[src/rtl/mmu_bus_arbiter.sv]
`timescale 1ns/1ps
// mmu_bus_arbiter: shares one TileLink-UL bus between the instruction-side (ifu_bus) and
// data-side (lsu_bus) MMUs. One transaction at a time: the grant is held from the A beat
// until the matching D beat. A D-channel watchdog turns a hung response into a denied reply.
// Optional feature macro: ARB_ROUND_ROBIN_EN selects round-robin tie-break; when undefined,
// lsu_bus has fixed priority on ties.
module mmu_bus_arbiter #(
  parameter int unsigned TIMEOUT     = 1024,
  parameter int unsigned AddrWidth   = 32,
  parameter int unsigned DataWidth   = 64,
  parameter int unsigned SizeWidth   = 3,
  parameter int unsigned SourceWidth = 4,
  parameter int unsigned SinkWidth   = 1
) (
  input  logic                     clk,
  input  logic                     rst_n,
  // requester 0: instruction MMU
  input  logic                     ifu_bus_a_valid,
  output logic                     ifu_bus_a_ready,
  input  logic [2:0]               ifu_bus_a_opcode,
  input  logic [2:0]               ifu_bus_a_param,
  input  logic [SizeWidth-1:0]     ifu_bus_a_size,
  input  logic [SourceWidth-1:0]   ifu_bus_a_source,
  input  logic [AddrWidth-1:0]     ifu_bus_a_address,
  input  logic [DataWidth/8-1:0]   ifu_bus_a_mask,
  input  logic [DataWidth-1:0]     ifu_bus_a_data,
  input  logic                     ifu_bus_a_corrupt,
  output logic                     ifu_bus_d_valid,
  input  logic                     ifu_bus_d_ready,
  output logic [2:0]               ifu_bus_d_opcode,
  output logic [1:0]               ifu_bus_d_param,
  output logic [SizeWidth-1:0]     ifu_bus_d_size,
  output logic [SourceWidth-1:0]   ifu_bus_d_source,
  output logic [SinkWidth-1:0]     ifu_bus_d_sink,
  output logic                     ifu_bus_d_denied,
  output logic [DataWidth-1:0]     ifu_bus_d_data,
  output logic                     ifu_bus_d_corrupt,
  // requester 1: data MMU
  input  logic                     lsu_bus_a_valid,
  output logic                     lsu_bus_a_ready,
  input  logic [2:0]               lsu_bus_a_opcode,
  input  logic [2:0]               lsu_bus_a_param,
  input  logic [SizeWidth-1:0]     lsu_bus_a_size,
  input  logic [SourceWidth-1:0]   lsu_bus_a_source,
  input  logic [AddrWidth-1:0]     lsu_bus_a_address,
  input  logic [DataWidth/8-1:0]   lsu_bus_a_mask,
  input  logic [DataWidth-1:0]     lsu_bus_a_data,
  input  logic                     lsu_bus_a_corrupt,
  output logic                     lsu_bus_d_valid,
  input  logic                     lsu_bus_d_ready,
  output logic [2:0]               lsu_bus_d_opcode,
  output logic [1:0]               lsu_bus_d_param,
  output logic [SizeWidth-1:0]     lsu_bus_d_size,
  output logic [SourceWidth-1:0]   lsu_bus_d_source,
  output logic [SinkWidth-1:0]     lsu_bus_d_sink,
  output logic                     lsu_bus_d_denied,
  output logic [DataWidth-1:0]     lsu_bus_d_data,
  output logic                     lsu_bus_d_corrupt,
  // shared downstream bus
  output logic                     phy_bus_a_valid,
  input  logic                     phy_bus_a_ready,
  output logic [2:0]               phy_bus_a_opcode,
  output logic [2:0]               phy_bus_a_param,
  output logic [SizeWidth-1:0]     phy_bus_a_size,
  output logic [SourceWidth-1:0]   phy_bus_a_source,
  output logic [AddrWidth-1:0]     phy_bus_a_address,
  output logic [DataWidth/8-1:0]   phy_bus_a_mask,
  output logic [DataWidth-1:0]     phy_bus_a_data,
  output logic                     phy_bus_a_corrupt,
  input  logic                     phy_bus_d_valid,
  output logic                     phy_bus_d_ready,
  input  logic [2:0]               phy_bus_d_opcode,
  input  logic [1:0]               phy_bus_d_param,
  input  logic [SizeWidth-1:0]     phy_bus_d_size,
  input  logic [SourceWidth-1:0]   phy_bus_d_source,
  input  logic [SinkWidth-1:0]     phy_bus_d_sink,
  input  logic                     phy_bus_d_denied,
  input  logic [DataWidth-1:0]     phy_bus_d_data,
  input  logic                     phy_bus_d_corrupt,
  // status
  output logic [1:0]               grant,
  output logic                     timeout
);

  typedef enum logic [1:0] {StIdle, StReq, StResp, StFake} state_e;

  localparam logic [2:0]  OpGet           = 3'd4;
  localparam logic [2:0]  OpAccessAck     = 3'd0;
  localparam logic [2:0]  OpAccessAckData = 3'd1;
  localparam bit          WdEnable        = (TIMEOUT != 0);
  localparam logic [15:0] WdLast          = 16'(TIMEOUT - 1);

  state_e                 state_q;
  logic [1:0]             grant_q;
  logic                   timeout_q;
  logic [15:0]            wd_cnt_q;
  logic [2:0]             lat_opcode_q;
  logic [SizeWidth-1:0]   lat_size_q;
  logic [SourceWidth-1:0] lat_source_q;
`ifdef ARB_ROUND_ROBIN_EN
  logic                   last_q;  // 1: lsu_bus won the previous arbitration
`endif

  logic [1:0] win_grant;

  // owner-side view, selected by the held grant (grant is one-hot while busy)
  logic                   owner;
  logic                   own_a_valid;
  logic                   own_a_ready;
  logic [2:0]             own_a_opcode;
  logic [2:0]             own_a_param;
  logic [SizeWidth-1:0]   own_a_size;
  logic [SourceWidth-1:0] own_a_source;
  logic [AddrWidth-1:0]   own_a_address;
  logic [DataWidth/8-1:0] own_a_mask;
  logic [DataWidth-1:0]   own_a_data;
  logic                   own_a_corrupt;
  logic                   own_d_ready;
  logic                   own_d_valid;
  logic [2:0]             own_d_opcode;
  logic [1:0]             own_d_param;
  logic [SizeWidth-1:0]   own_d_size;
  logic [SourceWidth-1:0] own_d_source;
  logic [SinkWidth-1:0]   own_d_sink;
  logic                   own_d_denied;
  logic [DataWidth-1:0]   own_d_data;
  logic                   own_d_corrupt;

  assign owner         = grant_q[1];
  assign own_a_valid   = owner ? lsu_bus_a_valid   : ifu_bus_a_valid;
  assign own_a_opcode  = owner ? lsu_bus_a_opcode  : ifu_bus_a_opcode;
  assign own_a_param   = owner ? lsu_bus_a_param   : ifu_bus_a_param;
  assign own_a_size    = owner ? lsu_bus_a_size    : ifu_bus_a_size;
  assign own_a_source  = owner ? lsu_bus_a_source  : ifu_bus_a_source;
  assign own_a_address = owner ? lsu_bus_a_address : ifu_bus_a_address;
  assign own_a_mask    = owner ? lsu_bus_a_mask    : ifu_bus_a_mask;
  assign own_a_data    = owner ? lsu_bus_a_data    : ifu_bus_a_data;
  assign own_a_corrupt = owner ? lsu_bus_a_corrupt : ifu_bus_a_corrupt;
  assign own_d_ready   = owner ? lsu_bus_d_ready   : ifu_bus_d_ready;

  // Arbitration: a lone requester wins; ties go to the tie-break policy.
  always_comb begin
    win_grant = 2'b00;
    if (ifu_bus_a_valid && lsu_bus_a_valid) begin
`ifdef ARB_ROUND_ROBIN_EN
      win_grant = last_q ? 2'b01 : 2'b10;
`else
      win_grant = 2'b10;
`endif
    end else if (ifu_bus_a_valid) begin
      win_grant = 2'b01;
    end else if (lsu_bus_a_valid) begin
      win_grant = 2'b10;
    end
  end

  // Control FSM with registered grant, timeout pulse, watchdog and latched A fields.
  always_ff @(posedge clk or negedge rst_n) begin
    if (!rst_n) begin
      state_q      <= StIdle;
      grant_q      <= 2'b00;
      timeout_q    <= 1'b0;
      wd_cnt_q     <= '0;
      lat_opcode_q <= '0;
      lat_size_q   <= '0;
      lat_source_q <= '0;
`ifdef ARB_ROUND_ROBIN_EN
      last_q       <= 1'b1;
`endif
    end else begin
      timeout_q <= 1'b0;
      unique case (state_q)
        StIdle: begin
          if (|win_grant) begin
            grant_q <= win_grant;
            state_q <= StReq;
`ifdef ARB_ROUND_ROBIN_EN
            last_q  <= win_grant[1];
`endif
          end
        end
        StReq: begin
          if (own_a_valid && phy_bus_a_ready) begin
            lat_opcode_q <= own_a_opcode;
            lat_size_q   <= own_a_size;
            lat_source_q <= own_a_source;
            wd_cnt_q     <= '0;
            state_q      <= StResp;
          end
        end
        StResp: begin
          if (phy_bus_d_valid && own_d_ready) begin
            grant_q <= 2'b00;
            state_q <= StIdle;
          end else if (!phy_bus_d_valid) begin
            // A beat stalled by the owner's d_ready is not a hang, so only idle cycles count.
            if (WdEnable && (wd_cnt_q == WdLast)) begin
              timeout_q <= 1'b1;
              state_q   <= StFake;
            end else begin
              wd_cnt_q <= wd_cnt_q + 16'd1;
            end
          end
        end
        StFake: begin
          if (own_d_ready) begin
            grant_q <= 2'b00;
            state_q <= StIdle;
          end
        end
        default: state_q <= StIdle;
      endcase
    end
  end

  // A channel: forward the owner's beat only while in StReq; otherwise the bus is quiet.
  always_comb begin
    phy_bus_a_valid   = 1'b0;
    phy_bus_a_opcode  = '0;
    phy_bus_a_param   = '0;
    phy_bus_a_size    = '0;
    phy_bus_a_source  = '0;
    phy_bus_a_address = '0;
    phy_bus_a_mask    = '0;
    phy_bus_a_data    = '0;
    phy_bus_a_corrupt = 1'b0;
    own_a_ready       = 1'b0;
    if (state_q == StReq) begin
      phy_bus_a_valid   = own_a_valid;
      phy_bus_a_opcode  = own_a_opcode;
      phy_bus_a_param   = own_a_param;
      phy_bus_a_size    = own_a_size;
      phy_bus_a_source  = own_a_source;
      phy_bus_a_address = own_a_address;
      phy_bus_a_mask    = own_a_mask;
      phy_bus_a_data    = own_a_data;
      phy_bus_a_corrupt = own_a_corrupt;
      own_a_ready       = phy_bus_a_ready;
    end
  end

  // D channel: pass through in StResp, fabricate a denied reply in StFake.
  always_comb begin
    own_d_valid     = 1'b0;
    own_d_opcode    = '0;
    own_d_param     = '0;
    own_d_size      = '0;
    own_d_source    = '0;
    own_d_sink      = '0;
    own_d_denied    = 1'b0;
    own_d_data      = '0;
    own_d_corrupt   = 1'b0;
    phy_bus_d_ready = 1'b0;
    unique case (state_q)
      StResp: begin
        own_d_valid     = phy_bus_d_valid;
        own_d_opcode    = phy_bus_d_opcode;
        own_d_param     = phy_bus_d_param;
        own_d_size      = phy_bus_d_size;
        own_d_source    = phy_bus_d_source;
        own_d_sink      = phy_bus_d_sink;
        own_d_denied    = phy_bus_d_denied;
        own_d_data      = phy_bus_d_data;
        own_d_corrupt   = phy_bus_d_corrupt;
        phy_bus_d_ready = own_d_ready;
      end
      StFake: begin
        own_d_valid     = 1'b1;
        own_d_opcode    = (lat_opcode_q == OpGet) ? OpAccessAckData : OpAccessAck;
        own_d_size      = lat_size_q;
        own_d_source    = lat_source_q;
        own_d_denied    = 1'b1;
        // Swallow any late beat from the slave so it cannot wedge the bus.
        phy_bus_d_ready = 1'b1;
      end
      default: ;
    endcase
  end

  // Fan-out to requesters: the non-owner sees an inert bus.
  assign ifu_bus_a_ready   = grant_q[0] & own_a_ready;
  assign ifu_bus_d_valid   = grant_q[0] & own_d_valid;
  assign ifu_bus_d_opcode  = grant_q[0] ? own_d_opcode  : '0;
  assign ifu_bus_d_param   = grant_q[0] ? own_d_param   : '0;
  assign ifu_bus_d_size    = grant_q[0] ? own_d_size    : '0;
  assign ifu_bus_d_source  = grant_q[0] ? own_d_source  : '0;
  assign ifu_bus_d_sink    = grant_q[0] ? own_d_sink    : '0;
  assign ifu_bus_d_denied  = grant_q[0] & own_d_denied;
  assign ifu_bus_d_data    = grant_q[0] ? own_d_data    : '0;
  assign ifu_bus_d_corrupt = grant_q[0] & own_d_corrupt;

  assign lsu_bus_a_ready   = grant_q[1] & own_a_ready;
  assign lsu_bus_d_valid   = grant_q[1] & own_d_valid;
  assign lsu_bus_d_opcode  = grant_q[1] ? own_d_opcode  : '0;
  assign lsu_bus_d_param   = grant_q[1] ? own_d_param   : '0;
  assign lsu_bus_d_size    = grant_q[1] ? own_d_size    : '0;
  assign lsu_bus_d_source  = grant_q[1] ? own_d_source  : '0;
  assign lsu_bus_d_sink    = grant_q[1] ? own_d_sink    : '0;
  assign lsu_bus_d_denied  = grant_q[1] & own_d_denied;
  assign lsu_bus_d_data    = grant_q[1] ? own_d_data    : '0;
  assign lsu_bus_d_corrupt = grant_q[1] & own_d_corrupt;

  assign grant   = grant_q;
  assign timeout = timeout_q;

endmodule

[config.mk]
export PLATFORM = sky130hd
export DESIGN_NAME = mmu_bus_arbiter
export DESIGN_NICKNAME = d
export VERILOG_FILES = /design/src/rtl/mmu_bus_arbiter.sv
export SDC_FILE = /design/constraint.sdc
export NUM_CORES = 1
export LEC_CHECK = 0
export CAP_MARGIN = 20
export CORE_AREA = 2 2 234 236
export CTS_CLUSTER_DIAMETER = 30
export DETAILED_ROUTE_END_ITERATION = 8
export DIE_AREA = 0 0 236 238
export GPL_TIMING_DRIVEN = 0
export PLACE_DENSITY_LB_ADDON = 0.3
export SETUP_SLACK_MARGIN = 0.05
export SLEW_MARGIN = 20
export SYNTH_ARGS = -nofsm -noshare
export SYNTH_HDL_FRONTEND = slang
export SYNTH_SLANG_ARGS = --single-unit
[constraint.sdc]
create_clock -name clk -period 3.3 [get_ports clk]
set_clock_uncertainty 0.05 [all_clocks]
set_input_delay 0.33 -clock clk [delete_from_list [all_inputs] [get_ports clk]]
set_output_delay 0.33 -clock clk [all_outputs]
set_load 0.01 [all_outputs]
==> flow_metrics.env <==
export IMPL_setup_viol=0
export IMPL_ios=608
export IMPL_io_buffer_count=607
export IMPL_place_area_sq_um=11400
export IMPL_finalMaxSlewViolations=0
export IMPL_grt_antenna_before_repair=2
export IMPL_die_y_um=238
export IMPL_drv_cap=0
export IMPL_routed_wl_um=35800
export IMPL_holdCritPathClass="reg2reg"
export IMPL_synth_net_count=937
export IMPL_yosysTopAreaCell="mux2i_1"
export IMPL_fillers=5990
export IMPL_initial_utilization=0.0824
export IMPL_timing_slew_headroom=0.491
export IMPL_drc_errors=0
export IMPL_p_per_area_nw_per_um2=563
export IMPL_arrival_ns=2.78
export IMPL_worst_slack_ns=0.144
export IMPL_antenna_left=0
export IMPL_tightest_slew_ns=0.762
export IMPL_status="complete, no violations"
export IMPL_netlist_area_sq_um=4410
export IMPL_worstHoldStart="wd_cnt_q[7]"
export IMPL_row_count=85
export IMPL_synth_top_area_frac=0.288
export IMPL_drtIter0Drc=146
export IMPL_rsz0062_at_grt="true"
export IMPL_seq_area_frac_synth=0.176
export IMPL_grt_max_degree=17
export IMPL_cp_end_kind="output port"
export IMPL_dp_slack_ns=-0.468
export IMPL_p_leak_uw=0.00445
export IMPL_hold_ws_ns=0.431
export IMPL_yosysUniqueCellTypes=42
export IMPL_cts_buffers=5
export IMPL_rrSetupSlack_ns=1.05
export IMPL_clk_transition_reported_paths_ns=0.05
export IMPL_grt_ovfl_total=0
export IMPL_n_antenna_cell=0
export IMPL_ys_async_sr_fraction=1.00
export IMPL_avgViaCountPerCell=3.50
export IMPL_layout_drive_gt1_share=0.0341
export IMPL_core_sq_um=53500
export IMPL_first_pass_iters=4
export IMPL_synth_edf_count=0
export IMPL_dieArea_sq_um=56200
export IMPL_cts_buffer_depth=2
export IMPL_gp_congestion=0.836
export IMPL_synth_area_leaders="mux2i_1, and2_1, dfrtp_1"
export IMPL_die_w_um=236
export IMPL_critPathLaunch="state_q[0]"
export IMPL_dp_hpwl_um=32400
export IMPL_postSynthAreaPerCell_sq_um=7.19
export IMPL_fmax_mhz=317
export IMPL_htreeDepth=2
export IMPL_synth_seq_cells=31
export IMPL_fin_area_sq_um=11600
export IMPL_track_usage=0.118
export IMPL_first_global_vias=6768
export IMPL_vdd_drop_max_uv=375
export IMPL_r2r_start="wd_cnt_q[13]"
export IMPL_yosys_warnings=0
export IMPL_fin_setup_tns_ns=0
export IMPL_clk_latency_ns=0.27
export IMPL_crit_type="reg2out"
export IMPL_grt_pass1_wl_um=48400
export IMPL_syn_inst=613
export IMPL_cts_sinks=31
export IMPL_cts_tree="yes"
export IMPL_period_needed_ns=3.16
export IMPL_avgRoutedWirePerCell_um=18.6
export IMPL_nets=1553
export IMPL_start_kind="flop"
export IMPL_worst_ep_required_time_ns=2.92
export IMPL_area_delta_synth_final_pct=163
export IMPL_yosys_most_used_dff="dfrtp_1"
export IMPL_critPathMaxFanout=10
export IMPL_finalCritPeriodShare=0.956
export IMPL_dr_total_vias=6740
export IMPL_finalHoldViolCount=0
export IMPL_cts_root_buf="clkbuf_16"
worst max-delay path: stages (launching register included):
cell,delay [ns]
dfrtp_1,0.35
buf_2,0.17
inv_1,0.23
nand2_1,0.24
nor2_4,0.33
clkbuf_1,0.33
and2_1,0.28
clkdlybuf4s50_1,0.56
placed cells by master (no fill, tap or decap), types with 2 or more instances in the layout:
master,n
nor2_4,2
o41ai_1,2
and4_1,2
nor3_1,6
and3_1,4
nor3b_1,2
nor2_1,150
a22o_1,10
clkbuf_2,14
buf_2,10
nand3_1,7
and2_1,140
clkdlybuf4s50_1,606
a31oi_1,2
nand2_1,13
or3_1,3
nor2b_1,3
clkbuf_4,2
nand2b_1,2
clkbuf_1,21
o21ai_0,7
clkbuf_8,2
buf_1,4
inv_1,6
o22ai_1,2
clkbuf_16,5
o21ai_1,10
a21oi_1,6
dfrtp_1,31
nand4_1,3
a21boi_0,2
o31ai_1,6
mux2i_1,127
cells by family (layout without fill, tap and decap cells):
group | count (synthesis) | after routing | share of synthesized area
AO/OA/AOI/OAI | 54 | 54 | 0.0852
buffers and inverters | 57 | 674 | 0.0514
XOR/XNOR | 2 | 2 | 0.00397
flip-flops | 31 | 31 | 0.176
multiplexers | 127 | 127 | 0.288
adder cells (fa/ha/maj) | 1 | 1 | 0.00284
AND/OR/NAND/NOR | 341 | 341 | 0.392
area by class of cell:
cell class              instances  area, sq um  share of cell area
repair buffers                609         6110               0.527
flip-flops and latches         31          776              0.0669
well taps                     696          871              0.0751
multi-input cells             525         3420               0.295
inverters                       6         22.5             0.00194
clock buffers                   8          156              0.0135
plain buffers                  51          239              0.0206
state kept, by name (all words and copies together), names as in the netlist:
signal / flops
lat_source_q: 4
timeout: 1
state_q: 2
wd_cnt_q: 16
grant: 2
lat_opcode_q: 3
lat_size_q: 3
per-stage QoR:
step                      cells   util  total power, uW
after floorplan             613      -             2870
after global placement     1916  0.212             6110
after detailed placement   1917  0.213             6120
after CTS                  1926  0.216             6650
after global routing       1926  0.217             6920
final                      1926  0.217             6530
path summary, 6_finish.rpt:
| check | endpoint | depth (start not counted) |
|---|---|---|
| worst max-delay path | ifu_bus_d_data[18] | 7 |
| worst min-delay path | wd_cnt_q[7] | 1 |
| worst max register to register | wd_cnt_q[4] | 5 |
| worst min register to register | wd_cnt_q[7] | 1 |
| max in group asynchronous | lat_opcode_q[2] | 3 |
| min in group asynchronous | grant[0] | 2 |
cells in the mapped netlist (2+ instances only):
library cell and n:
a21oi_1 6, nand4_1 3, and3_1 4, nand2b_1 2
o41ai_1 2, or3_1 3, o22ai_1 2, nor2_1 152
a21boi_0 2, nand3_1 7, and2_1 140, buf_1 13
buf_2 4, a22o_1 10, nand2_1 13, nor2b_1 3
inv_1 6, and4_1 2, nor3b_1 2, o21ai_1 10
dfrtp_1 31, o21ai_0 7, a31oi_1 2, mux2i_1 127
clkbuf_1 33, o31ai_1 6, nor3_1 6
where the power goes:
| part | internal (uW) | switching (uW) | total [uW] | leakage, uW |
|---|---|---|---|---|
| logic | 2650 | 2850 | 5500 | 0.00397 |
| clock network | 321 | 162 | 483 | 0.0000772 |
| registers | 473 | 73.9 | 546 | 0.000411 |
| total | 3440 | 3090 | 6530 | 0.00445 |
per-layer routing:
layer	up-vias	track usage	wire length, um
met5	-	0	13
met4	2	0.0345	1080
met3	28	0.0295	2690
met2	357	0.224	18600
met1	3067	0.128	13500
li1	3286	-	-
timing repair:
item                       4_1_cts  5_1_grt
hold endpoints to repair        15        0
hold buffers                     1        0
gates resized for setup         18       19
setup endpoints to repair      259       31
buffers inserted                 0        0
(Power assumes the default switching activity.)
